===== config.mk =====
export PLATFORM = sky130hd
export DESIGN_NAME = apb_timer_slave
export DESIGN_NICKNAME = d
export VERILOG_FILES = /design/src/rtl/apb_pkg.sv /design/src/rtl/apb_timer_core.sv /design/src/rtl/apb_timer_slave.sv
export SDC_FILE = /design/constraint.sdc
export NUM_CORES = 1
export LEC_CHECK = 0
export ABC_AREA = 1
export ABC_CLOCK_PERIOD_IN_PS = 2350
export BUFFER_PORTS_ARGS = -buffer_cell sky130_fd_sc_hd__clkbuf_2
export CAP_MARGIN = 20
export CORE_UTILIZATION = 57
export CTS_BUF_LIST = sky130_fd_sc_hd__clkbuf_8
export CTS_CLUSTER_SIZE = 8
export DETAILED_ROUTE_END_ITERATION = 8
export PLACE_DENSITY = 0.88
export SYNTH_ARGS = -nofsm -noshare
export SYNTH_HDL_FRONTEND = slang
export SYNTH_SLANG_ARGS = --single-unit

===== constraint.sdc =====
create_clock -name pclk -period 2.35 [get_ports pclk]
set_input_delay 0.1175 -clock pclk [delete_from_list [all_inputs] [get_ports pclk]]
set_output_delay 0.1175 -clock pclk [all_outputs]
set_load 0.005 [all_outputs]

===== src/rtl/apb_pkg.sv =====
// Shared constants for the APB timer slave: register offsets, CTRL bit positions
// and transfer FSM encoding.
package apb_pkg;

  localparam logic [7:0] OFF_CTRL  = 8'h00;
  localparam logic [7:0] OFF_LOAD  = 8'h04;
  localparam logic [7:0] OFF_VALUE = 8'h08;
  localparam logic [7:0] OFF_STAT  = 8'h0C;
  localparam logic [7:0] OFF_PRESC = 8'h10;

  localparam int CTRL_EN       = 0;
  localparam int CTRL_PERIODIC = 1;
  localparam int CTRL_IE       = 2;

  localparam logic [0:0] ST_IDLE   = 1'b0;
  localparam logic [0:0] ST_ACCESS = 1'b1;

endpackage


===== src/rtl/apb_timer_core.sv =====
// Prescaled 32-bit down-counter with one-shot/periodic reload and a sticky FLAG.
module apb_timer_core (
  input  logic        clk,
  input  logic        rst_n,
  input  logic        en,
  input  logic        periodic,
  input  logic [31:0] load,
  input  logic        value_wr,
  input  logic [31:0] value_wdata,
  input  logic [7:0]  presc,
  input  logic        flag_clr,
  output logic [31:0] value,
  output logic        flag,
  output logic        en_clr
);

  logic [7:0] presc_cnt;
  logic       tick;
  logic       expire;

  assign tick   = en && (presc_cnt == presc);
  assign expire = tick && (value == 32'd0);
  assign en_clr = expire && !periodic;

  always_ff @(posedge clk or negedge rst_n) begin
    if (!rst_n) begin
      presc_cnt <= 8'd0;
    end else if (!en || tick) begin
      presc_cnt <= 8'd0;
    end else begin
      presc_cnt <= presc_cnt + 8'd1;
    end
  end

  // A bus write to VALUE overrides whatever the tick would have done.
  always_ff @(posedge clk or negedge rst_n) begin
    if (!rst_n) begin
      value <= 32'd0;
    end else if (value_wr) begin
      value <= value_wdata;
    end else if (tick) begin
      if (value != 32'd0) begin
        value <= value - 32'd1;
      end else if (periodic) begin
        value <= load;
      end
    end
  end

  // Hardware set has priority over a W1C in the same cycle.
  always_ff @(posedge clk or negedge rst_n) begin
    if (!rst_n) begin
      flag <= 1'b0;
    end else if (expire) begin
      flag <= 1'b1;
    end else if (flag_clr) begin
      flag <= 1'b0;
    end
  end

endmodule


===== src/rtl/apb_timer_slave.sv =====
// APB responder with wait states, register file and timer; optional error response
// for unmapped offsets is enabled by defining APB_TIMER_PSLVERR_EN.
module apb_timer_slave
  import apb_pkg::*;
#(
  parameter int WAIT_STATES = 0,
  parameter int ADDR_W      = 10
) (
  input  logic              pclk,
  input  logic              hresetn,
  input  logic              psel,
  input  logic              penable,
  input  logic              pwrite,
  input  logic [ADDR_W-1:0] paddr,
  input  logic [31:0]       pwdata,
  output logic [31:0]       prdata,
  output logic              pready,
  output logic              pslverr,
  output logic              irq
);

  logic [0:0]        state;
  logic [1:0]        wait_cnt;
  logic              xfer_done;
  logic              wr_en;
  logic              rd_en;
  logic [ADDR_W-1:0] addr_al;
  logic              sel_ctrl, sel_load, sel_value, sel_stat, sel_presc, mapped;
  logic              ctrl_en, ctrl_periodic, ctrl_ie;
  logic [31:0]       load_reg;
  logic [7:0]        presc_reg;
  logic [31:0]       value;
  logic              flag;
  logic              en_clr;
  logic [31:0]       rdata_mux;
  logic              unused_bits;

  // Transfer FSM: setup moves to ACCESS; completion or a dropped psel returns to IDLE.
  always_ff @(posedge pclk or negedge hresetn) begin
    if (!hresetn) begin
      state    <= ST_IDLE;
      wait_cnt <= 2'd0;
    end else begin
      case (state)
        ST_IDLE: begin
          if (psel && !penable) begin
            state    <= ST_ACCESS;
            wait_cnt <= 2'd0;
          end
        end
        ST_ACCESS: begin
          if (!psel || pready) begin
            state <= ST_IDLE;
          end else begin
            wait_cnt <= wait_cnt + 2'd1;
          end
        end
        default: state <= ST_IDLE;
      endcase
    end
  end

  assign pready    = (state == ST_ACCESS) && (wait_cnt == 2'(WAIT_STATES));
  assign xfer_done = (state == ST_ACCESS) && psel && penable && pready;
  assign wr_en     = xfer_done && pwrite;
  assign rd_en     = xfer_done && !pwrite;

  assign addr_al   = {paddr[ADDR_W-1:2], 2'b00};
  assign sel_ctrl  = (addr_al == ADDR_W'(OFF_CTRL));
  assign sel_load  = (addr_al == ADDR_W'(OFF_LOAD));
  assign sel_value = (addr_al == ADDR_W'(OFF_VALUE));
  assign sel_stat  = (addr_al == ADDR_W'(OFF_STAT));
  assign sel_presc = (addr_al == ADDR_W'(OFF_PRESC));
  assign mapped    = sel_ctrl || sel_load || sel_value || sel_stat || sel_presc;

  // A CTRL write wins over the one-shot EN auto-clear.
  always_ff @(posedge pclk or negedge hresetn) begin
    if (!hresetn) begin
      ctrl_en       <= 1'b0;
      ctrl_periodic <= 1'b0;
      ctrl_ie       <= 1'b0;
      load_reg      <= 32'd0;
      presc_reg     <= 8'd0;
    end else begin
      if (wr_en && sel_ctrl) begin
        ctrl_en       <= pwdata[CTRL_EN];
        ctrl_periodic <= pwdata[CTRL_PERIODIC];
        ctrl_ie       <= pwdata[CTRL_IE];
      end else if (en_clr) begin
        ctrl_en <= 1'b0;
      end
      if (wr_en && sel_load) begin
        load_reg <= pwdata;
      end
      if (wr_en && sel_presc) begin
        presc_reg <= pwdata[7:0];
      end
    end
  end

  apb_timer_core u_core (
    .clk         (pclk),
    .rst_n       (hresetn),
    .en          (ctrl_en),
    .periodic    (ctrl_periodic),
    .load        (load_reg),
    .value_wr    (wr_en && sel_value),
    .value_wdata (pwdata),
    .presc       (presc_reg),
    .flag_clr    (wr_en && sel_stat && pwdata[0]),
    .value       (value),
    .flag        (flag),
    .en_clr      (en_clr)
  );

  always_comb begin
    rdata_mux = 32'd0;
    if (sel_ctrl)  rdata_mux = {29'd0, ctrl_ie, ctrl_periodic, ctrl_en};
    if (sel_load)  rdata_mux = load_reg;
    if (sel_value) rdata_mux = value;
    if (sel_stat)  rdata_mux = {31'd0, flag};
    if (sel_presc) rdata_mux = {24'd0, presc_reg};
  end

  assign prdata = rd_en ? rdata_mux : 32'd0;
  assign irq    = flag & ctrl_ie;

`ifdef APB_TIMER_PSLVERR_EN
  assign pslverr = xfer_done && !mapped;
`else
  assign pslverr = 1'b0;
`endif

  assign unused_bits = ^{paddr[1:0], mapped};

endmodule


==> impl_metrics.env, run 1 <==
export IMPL_wl_per_cell_um=13.8
export IMPL_power_density_nw_per_um2=895
export IMPL_detailroute_wirelength_met3_um=1090
export IMPL_place_ws_ns=0.211
export IMPL_dr_pass1_iters=8
export IMPL_io_pins=82
export IMPL_yosys_warnings=0
export IMPL_arrival_ns=2.02
export IMPL_grt_max_degree=49
export IMPL_synth_seq_cells=87
export IMPL_ant_nets=0
export IMPL_synth_top_area_share_pct=35.1
export IMPL_critical_path_class="flip-flop to primary output"
export IMPL_die_y_um=106
export IMPL_cp_end_kind="primary output"
export IMPL_root_buffer="clkbuf_8"
export IMPL_wl_met2_um=7530
export IMPL_antenna_cells=0
export IMPL_ff_latch_area_um2=2180
export IMPL_m1WireLength_um=7510
export IMPL_io_buffer_count=78
export IMPL_final_max_slew_viol_count=0
export IMPL_fin_tns_setup_ns=0
export IMPL_hold_class="input pin to flip-flop"
export IMPL_dieArea_um2=11300
export IMPL_rr_worst_depth=12
export IMPL_die_w_um=106
export IMPL_clk_pin_slew_ns=0.09
export IMPL_synth_cell_type_count=40
export IMPL_leakage_nw=3.74
export IMPL_r2r_start="u_core.value[0]"
export IMPL_synth_cells=966
export IMPL_seq_area_frac_synth_pct=35.1
export IMPL_via_count=6494
export IMPL_synth_top_area_cell="dfrtp_1"
export IMPL_rrSetupSlack_ns=0.27
export IMPL_cp_max_fo=25
export IMPL_area_delta_synth_final_pct=12.7
export IMPL_pwr_share_comb_pct=50.5
export IMPL_multi_input_area_um2=3440
export IMPL_final_period_utilization_pct=91.1
export IMPL_synth_avg_cell_area_um2=6.43
export IMPL_swShare_pct=48.4
export IMPL_vias_per_cell=5.47
export IMPL_core_area_um2=10500
export IMPL_fmax_mhz=467
export IMPL_synth_cell_area_um2=6210
export IMPL_start_util_pct=59.3
export IMPL_switching_power_mw=3.03
export IMPL_setup_viol=0
export IMPL_crit_path_end="prdata[7]"
export IMPL_reg2reg_to="u_core.value[18]"
export IMPL_worstPathRequired_ns=2.23
export IMPL_nNetsFinal=1099
export IMPL_synth_top_cells_by_area="dfrtp_1 35%, nand2_1 20%, nand3_1 8.6%"
export IMPL_cts_made_buffers=9
export IMPL_power_frac_seq_pct=33.3
export IMPL_p_int_mw=3.23
export IMPL_drt_iter0_drc=550
export IMPL_place_gp_congestion=0.974
export IMPL_row_count=37
export IMPL_hpwlAfterDp_um=12300
export IMPL_antenna_found_initial=0
export IMPL_syn_nets=1017
export IMPL_violations="negative hold slack"
export IMPL_grt_pass1_wl_um=28100
export IMPL_period_minus_slack_ns=2.14
export IMPL_startpoint_type="flip-flop"
export IMPL_fin_hold_ws_ns=-0.00669
export IMPL_maxCapViolCount=0
export IMPL_postRouteWirelength_um=16400
export IMPL_finalHoldViolations=5
export IMPL_layout_drive_gt1_share_pct=15.3
export IMPL_cts_tree="yes"
export IMPL_fillers=992
export IMPL_outcome="finished, violations left"
export IMPL_power_mw=6.26
export IMPL_critPathLaunch="wait_cnt[0]"
export IMPL_clock_sinks=87
export IMPL_drc=0
export IMPL_top_layer_used="met4"
export IMPL_clk_path_buf_depth=2
export IMPL_grt_pass1_vias=6024
export IMPL_clock_latency_ns=0.38
export IMPL_vdd_drop_max_mv=0.482
export IMPL_grt_ovfl_total=0
export IMPL_final_setup_worst_slack_ns=0.209
export IMPL_grtUsageTotal_pct=31.3
export IMPL_tightest_slew_ns=0.646
export IMPL_clock_skew_ns=0.0140
export IMPL_rsz0062_at_grt="false"
export IMPL_slew_headroom_pct=56.9
export IMPL_cts_htree_levels=3
export IMPL_hold_start="pwdata[21]"
export IMPL_clockPowerShare_pct=16.2
## routing by layer
| metal | vias up | track usage [%] |
|---|---|---|
| li1 | 3223 | - |
| met1 | 2993 | 42.9 |
| met2 | 249 | 49.2 |
| met3 | 29 | 5.89 |
| met4 | 0 | 11.6 |
| met5 | - | 0 |
## Yosys cell counts, drive strengths merged
cell / count
nand3: 115
nor4: 1
o31ai: 1
nor2: 115
o21bai: 2
buf: 19
clkbuf: 11
o211ai: 2
dfrtp: 87
xnor2: 6
conb: 1
nand2: 344
ha: 4
nor3b: 2
o21ai: 61
mux2: 3
a31oi: 1
inv: 108
o22ai: 2
nand3b: 4
a21oi: 44
o21a: 1
nand4: 7
nor3: 9
or2: 7
xor2: 9
## power by group through the flow
stage / logic (mW) / clock network (mW) / registers, mW
after floorplan: 2.49 / 0 / 2.02
after global placement: 3.02 / 0 / 2.10
after detailed placement: 3.08 / 0 / 2.10
after CTS: 3.11 / 1.01 / 2.07
after global routing: 3.64 / 1.07 / 2.13
final: 3.16 / 1.01 / 2.09
## per-stage QoR
step	instance area, um^2	util (%)	cells
floorplan	6210	-	966
detailed placement	6700	64.1	1163
global route	7000	66.9	1188
global placement	6700	64.1	1163
CTS	6980	66.7	1188
finish	7000	66.9	1188
## worst min path at each step
stage	end	slack [ns]	depth (start not counted)
after floorplan	ctrl_en	-0.18	0
after global placement	u_core.presc_cnt[7]	0.18	1
after detailed placement	u_core.presc_cnt[7]	0.18	1
after CTS	load_reg[27]	0.001	3
after global routing	load_reg[27]	0.002	3
final	load_reg[21]	-0.007	3
## logic make-up (layout without fill, tap and decap cells)
family	Yosys count	in the layout	synth area share [%]
multiplexers	3	3	0.544
other	1	1	0.0604
AND/OR/NAND/NOR	604	604	42.2
XOR/XNOR	15	15	2.12
AO/OA/AOI/OAI	114	114	9.61
flip-flops	87	87	35.1
buffers and inverters	138	224	9.59
adder cells (fa/ha/maj)	4	4	0.806
## worst max-delay path, cell delays in order, from the launching register on
cell and delay (ns):
dfrtp_1 0.36, inv_1 0.08, ha_1 0.14, nand2_1 0.06
inv_2 0.08, nand3_1 0.11, nor2_2 0.13, nand3_1 0.10
buf_6 0.20, inv_2 0.11, nand2_1 0.06, nand2_1 0.08
clkbuf_2 0.11
## cells in the final DEF (no fill, tap or decap), types with 4 or more instances in the layout
cell type / instances
a21oi_1: 42
buf_4: 11
clkbuf_2: 77
clkbuf_8: 9
dfrtp_1: 87
dlygate4sd3_1: 10
ha_1: 4
inv_1: 97
inv_2: 13
nand2_1: 333
nand2_2: 9
nand3_1: 107
nand3_2: 8
nand3b_1: 4
nand4_1: 6
nor2_1: 102
nor2_2: 9
nor2_4: 4
nor3_1: 7
o21ai_0: 61
or2_2: 6
xnor2_1: 6
xor2_1: 9
## repair_timing
action                                 4_1_cts  5_1_grt
hold buffers                                10        0
gates resized for setup                      0        4
setup endpoints to repair                    0        8
buffers inserted                             0        0
endpoints found under the hold margin       59        0
## layout make-up
type	count	share of cell area [%]
clock buffer	9	1.77
multi-input combinational	741	49.2
clock inverter	6	0.787
inverter	108	5.80
timing repair buffer	101	8.85
sequential	87	31.1
tap	136	2.43
No activity file was read; power rests on OpenSTA's default activity.
==> run 2: changes to the inputs <==
--- a/config.mk
+++ b/config.mk
@@ -9,11 +9,13 @@
 export ABC_CLOCK_PERIOD_IN_PS = 2350
 export BUFFER_PORTS_ARGS = -buffer_cell sky130_fd_sc_hd__clkbuf_2
 export CAP_MARGIN = 20
+export CORE_ASPECT_RATIO = 1.75
 export CORE_UTILIZATION = 57
 export CTS_BUF_LIST = sky130_fd_sc_hd__clkbuf_8
 export CTS_CLUSTER_SIZE = 8
 export DETAILED_ROUTE_END_ITERATION = 8
-export PLACE_DENSITY = 0.88
+export PLACE_DENSITY = 0.9
+export SETUP_SLACK_MARGIN = 0.2
 export SYNTH_ARGS = -nofsm -noshare
 export SYNTH_HDL_FRONTEND = slang
 export SYNTH_SLANG_ARGS = --single-unit
==> run 2 against run 1 <==
Against the previous run: power grew 2.0%; final cell count grew 0.17%; the flow finishes with violations (design-rule violations); hold slack gained 0.0077 ns; critical endpoint is now prdata[11]; setup slack lost 0.036 ns; critical path type unchanged; cell area grew 3.3%; fmax shrank 1.7%; clock power shrank 6%; die area grew 0.14%; utilization grew 1.1 points; combinational power grew 6%.
==> impl_metrics.env, run 2 (same netlist as run 1, synthesis figures left out) <==
export IMPL_arrival_ns=2.06
export IMPL_place_gp_congestion=0.999
export IMPL_hold_start="pwdata[31]"
export IMPL_area_delta_synth_final_pct=16.4
export IMPL_clk_path_buf_depth=2
export IMPL_io_pins=82
export IMPL_critical_path_class="flip-flop to primary output"
export IMPL_clock_sinks=87
export IMPL_grt_pass1_vias=6395
export IMPL_cp_max_fo=6
export IMPL_leakage_nw=3.81
export IMPL_wl_per_cell_um=15.6
export IMPL_die_w_um=80.9
export IMPL_dr_pass1_iters=9
export IMPL_r2r_start="wait_cnt[0]"
export IMPL_drc=2
export IMPL_final_max_slew_viol_count=0
export IMPL_startpoint_type="flip-flop"
export IMPL_final_period_utilization_pct=92.6
export IMPL_fmax_mhz=459
export IMPL_grt_pass1_wl_um=29100
export IMPL_grt_max_degree=62
export IMPL_cts_tree="yes"
export IMPL_drt_iter0_drc=436
export IMPL_grt_ovfl_total=0
export IMPL_rsz0062_at_grt="true"
export IMPL_nNetsFinal=1107
export IMPL_violations="design-rule violations"
export IMPL_cts_made_buffers=9
export IMPL_clock_latency_ns=0.37
export IMPL_ant_nets=0
export IMPL_die_y_um=140
export IMPL_antenna_cells=0
export IMPL_postRouteWirelength_um=18500
export IMPL_vias_per_cell=5.60
export IMPL_maxCapViolCount=0
export IMPL_cp_end_kind="primary output"
export IMPL_final_cell_mix="331 x nand2_1, 105 x nand3_1, 100 x nor2_1"
export IMPL_worstPathRequired_ns=2.23
export IMPL_via_count=6659
export IMPL_period_minus_slack_ns=2.18
export IMPL_clock_skew_ns=0.0180
export IMPL_setup_viol=0
export IMPL_start_util_pct=58.4
export IMPL_io_buffer_count=78
export IMPL_clk_pin_slew_ns=0.10
export IMPL_finalHoldViolations=0
export IMPL_vdd_drop_max_mv=0.484
export IMPL_dieArea_um2=11300
export IMPL_root_buffer="clkbuf_8"
export IMPL_antenna_found_initial=0
export IMPL_grtUsageTotal_pct=33.2
export IMPL_layout_drive_gt1_share_pct=18.9
export IMPL_fillers=927
export IMPL_cts_htree_levels=3
export IMPL_row_count=50
export IMPL_critPathLaunch="wait_cnt[0]"
export IMPL_core_area_um2=10600
export IMPL_hold_class="input pin to flip-flop"
export IMPL_power_density_nw_per_um2=884
export IMPL_hpwlAfterDp_um=13200
export IMPL_final_core_util_pct=68.0
export IMPL_outcome="finished, violations left"
export IMPL_fin_tns_setup_ns=0
export IMPL_final_common_cell="nand2_1"
[run 2: cell count changes in the layout (fill, tap and decap cells not counted), sizes merged]
cell and delta:
dlygate4sd3 -4, bufinv -1, clkbuf -11, clkinv -1
buf +24, clkinvlp +1
[run 2: what timing repair did]
item                       in CTS  in global routing
resized for setup               3                 54
gates cloned                    0                  3
pin swaps                       0                  5
hold endpoints to repair       37                  0
hold buffers                    6                  0
setup endpoints to repair      21                 56
setup buffers                   0                  5
[run 2: report_power, final]
group          total, mW  switching (mW)  internal [mW]
Clock              0.949           0.550          0.399
Sequential          2.10           0.355           1.75
Combinational       3.34            2.26           1.08
Total               6.39            3.16           3.22
[run 2: area by class of cell]
class | instances | area [um^2] | share of cell area [%]
repair buffers | 109 | 733 | 10.1
clock buffers | 10 | 138 | 1.90
well taps | 130 | 163 | 2.25
flip-flops and latches | 87 | 2180 | 30.1
inverters | 108 | 410 | 5.68
clock inverters | 5 | 27.5 | 0.381
multi-input cells | 741 | 3580 | 49.5
[run 2: final timing paths]
| path | endpoint | slack [ns] | depth (start not counted) |
|---|---|---|---|
| min in group asynchronous | state | 0.22 | 2 |
| min reg2reg | load_reg[3] | 0.50 | 2 |
| max in group asynchronous | load_reg[9] | 1.45 | 3 |
| min | load_reg[31] | 0.001 | 3 |
| max | prdata[11] | 0.17 | 10 |
| max reg2reg | u_core.value[9] | 0.31 | 12 |
[run 2: metrics by stage]
step	cell area (um^2)	std cells	total power, mW	hold WS (ns)	setup WS (ns)
after floorplan	6210	966	4.50	-0.178	0.698
after global placement	6740	1161	5.21	0.0888	0.345
after detailed placement	6740	1161	5.27	0.0910	0.298
after CTS	6980	1182	6.22	0.00161	0.229
after global routing	7230	1190	6.89	0.00552	0.107
final	7230	1190	6.39	0.00102	0.173
[run 2: routing by layer]
| layer | global-route usage (%) | routed length (um) |
|---|---|---|
| met1 | 35.7 | 6800 |
| met2 | 56.7 | 9680 |
| met4 | 24.2 | 1120 |
| met3 | 5.54 | 905 |
| met5 | 0 | 0 |
[run 2: critical path, cell delays in order (launching register included)]
cell and delay (ns):
dfrtp_1 0.38, inv_2 0.09, ha_4 0.13, nand2_2 0.05, inv_2 0.10, nand3_4 0.08
nor2_4 0.16, nand3_4 0.19, clkbuf_16 0.24, a21oi_2 0.13, buf_2 0.13
==> run 3: changes to the inputs <==
--- a/config.mk
+++ b/config.mk
@@ -18,4 +18,5 @@
 export SETUP_SLACK_MARGIN = 0.2
 export SYNTH_ARGS = -nofsm -noshare
 export SYNTH_HDL_FRONTEND = slang
+export SYNTH_HIERARCHICAL = 1
 export SYNTH_SLANG_ARGS = --single-unit
==> run 3 against run 2 <==
Against the previous run: the flow now finishes without violations; hold slack better by 0.022 ns; sequential power is 25% lower; sequential cell count stayed put; critical path type unchanged; highest routed layer unchanged.
==> impl_metrics.env, run 3 <==
export IMPL_synth_cell_type_count=38
export IMPL_antenna_cells=0
export IMPL_fin_tns_setup_ns=0
export IMPL_fin_hold_ws_ns=0.0226
export IMPL_min_delay_path_depth=3
export IMPL_final_cell_mix="343 x nand2_1, 107 x nand3_1, 91 x inv_1"
export IMPL_io_buffer_count=78
export IMPL_grt_pass1_wl_um=32300
export IMPL_synth_ff_type="dfrtp_1"
export IMPL_rsz0062_at_grt="true"
export IMPL_grt_ovfl_total=0
export IMPL_grtUsageTotal_pct=37.5
export IMPL_grt_pass1_vias=7013
export IMPL_hold_start="psel"
export IMPL_synth_edf_count=0
export IMPL_arrival_ns=1.97
export IMPL_antenna_found_initial=0
export IMPL_clk_pin_slew_ns=0.09
export IMPL_syn_nets=1033
export IMPL_fmax_mhz=478
export IMPL_reg2reg_to="u_core/value[0]"
export IMPL_clock_sinks=87
export IMPL_cp_end_kind="primary output"
export IMPL_path_cells="inv_2 > ha_4 > nand2_4 > nor3_4 > nand3_4 > buf_12 > a21oi_1 > clkbuf_2"
export IMPL_synth_top_cells_by_area="dfrtp_1 35%, nand2_1 21%, nand3_1 8.6%"
export IMPL_synth_top_area_share_pct=34.9
export IMPL_place_ws_ns=0.248
export IMPL_final_common_cell="nand2_1"
export IMPL_drc=0
export IMPL_cp_max_fo=24
export IMPL_hold_path_end="state"
export IMPL_synth_cell_area_um2=6240
export IMPL_yosys_warnings=6
export IMPL_cp_slowest_cell="dfrtp_1"
export IMPL_via_count=7179
export IMPL_maxCapViolCount=0
export IMPL_clock_latency_ns=0.38
export IMPL_r2r_start="u_core/value[20]"
export IMPL_row_count=50
export IMPL_tightest_slew_ns=0.504
export IMPL_cts_made_buffers=9
export IMPL_outcome="complete, no violations"
export IMPL_postRouteWirelength_um=20300
export IMPL_area_delta_synth_final_pct=21.2
export IMPL_drt_iter0_drc=666
export IMPL_final_setup_worst_slack_ns=0.258
export IMPL_final_core_util_pct=70.7
export IMPL_final_period_utilization_pct=89.0
export IMPL_dieArea_um2=11400
export IMPL_hpwlAfterDp_um=13900
export IMPL_die_w_um=81.1
export IMPL_power_density_nw_per_um2=418
export IMPL_place_gp_congestion=1.03
export IMPL_synth_common_cells="357 x nand2_1, 107 x nand3_1, 101 x nor2_1, 95 x inv_1, 87 x dfrtp_1"
export IMPL_period_minus_slack_ns=2.09
export IMPL_yosysMostFrequentCell="nand2_1"
export IMPL_critical_path_class="flip-flop to primary output"
export IMPL_root_buffer="clkbuf_8"
export IMPL_final_max_slew_viol_count=0
export IMPL_finalHoldViolations=0
export IMPL_rr_worst_depth=11
export IMPL_setup_viol=0
export IMPL_layout_drive_gt1_share_pct=19.0
export IMPL_die_y_um=140
export IMPL_nNetsFinal=1154
export IMPL_seq_area_frac_synth_pct=34.9
export IMPL_worstPathRequired_ns=2.23
export IMPL_cts_tree="yes"
export IMPL_slew_headroom_pct=66.3
export IMPL_synth_seq_cells=87
export IMPL_vias_per_cell=5.80
export IMPL_ant_nets=0
export IMPL_vdd_drop_max_mv=0.453
export IMPL_io_pins=82
export IMPL_wl_per_cell_um=16.4
export IMPL_async_flop_share_pct=100
export IMPL_clock_skew_ns=0.0164
export IMPL_cts_htree_levels=3
export IMPL_leakage_nw=4.03
export IMPL_synth_cells=982
export IMPL_dr_pass1_iters=5
export IMPL_grt_max_degree=54
export IMPL_slowest_delay_ns=0.38
export IMPL_rrSetupSlack_ns=0.29
export IMPL_synth_top_area_cell="dfrtp_1"
export IMPL_start_util_pct=58.3
export IMPL_hold_class="input pin to flip-flop"
export IMPL_clk_path_buf_depth=2
export IMPL_startpoint_type="flip-flop"
export IMPL_synth_avg_cell_area_um2=6.35
export IMPL_core_area_um2=10700
-- run 3: cell count changes after synthesis, moves of 5 or more --
cell and change:
nand2_1 +24, clkbuf_1 +5, nand3_2 -6, nand4_1 +9, o21ai_0 -9, inv_2 -9, a21oi_1 +7
-- run 3: worst max-delay path by stage --
stage / startpoint / to / slack [ns] / depth (start not counted)
4_1_cts: wait_cnt[0] / prdata[4] / 0.20 / 11
5_1_grt: wait_cnt[1] / prdata[4] / 0.16 / 11
2_1_floorplan: wait_cnt[0] / u_core/value[19] / 0.20 / 15
3_5_place_dp: u_core/value[20] / u_core/value[0] / 0.25 / 11
3_3_place_gp: u_core/value[4] / u_core/value[7] / 0.35 / 11
6_report: wait_cnt[1] / prdata[15] / 0.26 / 8
-- run 3: area by class of cell --
| type | count | area [um^2] |
|---|---|---|
| Clock buffer | 10 | 138 |
| Clock inverter | 6 | 67.6 |
| Fill cell | 878 | 3140 |
| Inverter | 99 | 377 |
| Multi-Input combinational cell | 758 | 3570 |
| Sequential cell | 87 | 2180 |
| Tap cell | 130 | 163 |
| Timing Repair Buffer | 148 | 1070 |
-- run 3: cells by family after synthesis --
kind of cell / after synthesis / synth area share (%)
AND/OR/NAND/NOR: 628 / 43.3
other: 1 / 0.0601
XOR/XNOR: 15 / 2.11
flip-flops: 87 / 34.9
buffers and inverters: 137 / 9.79
adder cells (fa/ha/maj): 4 / 0.802
AO/OA/AOI/OAI: 110 / 9.06
-- run 3: metrics by stage --
| step | area [um^2] | std cells | total power [mW] |
|---|---|---|---|
| final | 7560 | 1238 | 3.16 |
| after global placement | 6810 | 1182 | 1.93 |
| after global routing | 7560 | 1238 | 3.28 |
| after floorplan | 6240 | 982 | 1.78 |
| after detailed placement | 6810 | 1182 | 1.94 |
| after CTS | 7370 | 1230 | 3.10 |
-- run 3: worst max-delay path, delay by kind of cell (launching register included) --
kind | cells | cell delay, ns
fa+ha+maj | 1 | 0.15
simple gates | 3 | 0.45
compound gates | 1 | 0.17
flops | 1 | 0.38
buf+inv | 3 | 0.43
-- run 3: repair_timing --
item	4_1_cts	5_1_grt
endpoints found under the setup margin	25	60
buffers inserted	1	8
hold buffers	31	0
pin swaps	1	12
gates resized for setup	7	45
hold endpoints to repair	70	0
-- run 3: report_power, final --
| part | internal, mW | switching (mW) | total, mW |
|---|---|---|---|
| clock | 0.527 | 0.616 | 1.14 |
| combinational | 0.188 | 0.251 | 0.440 |
| sequential | 1.53 | 0.0466 | 1.58 |
-- run 3: metal layers --
metal	track usage (%)	routed length, um	up-vias
met5	0	0	-
met1	37.4	6820	3286
met3	7.30	1270	140
met2	65.4	10700	389
met4	29.7	1510	0
li1	-	-	3364
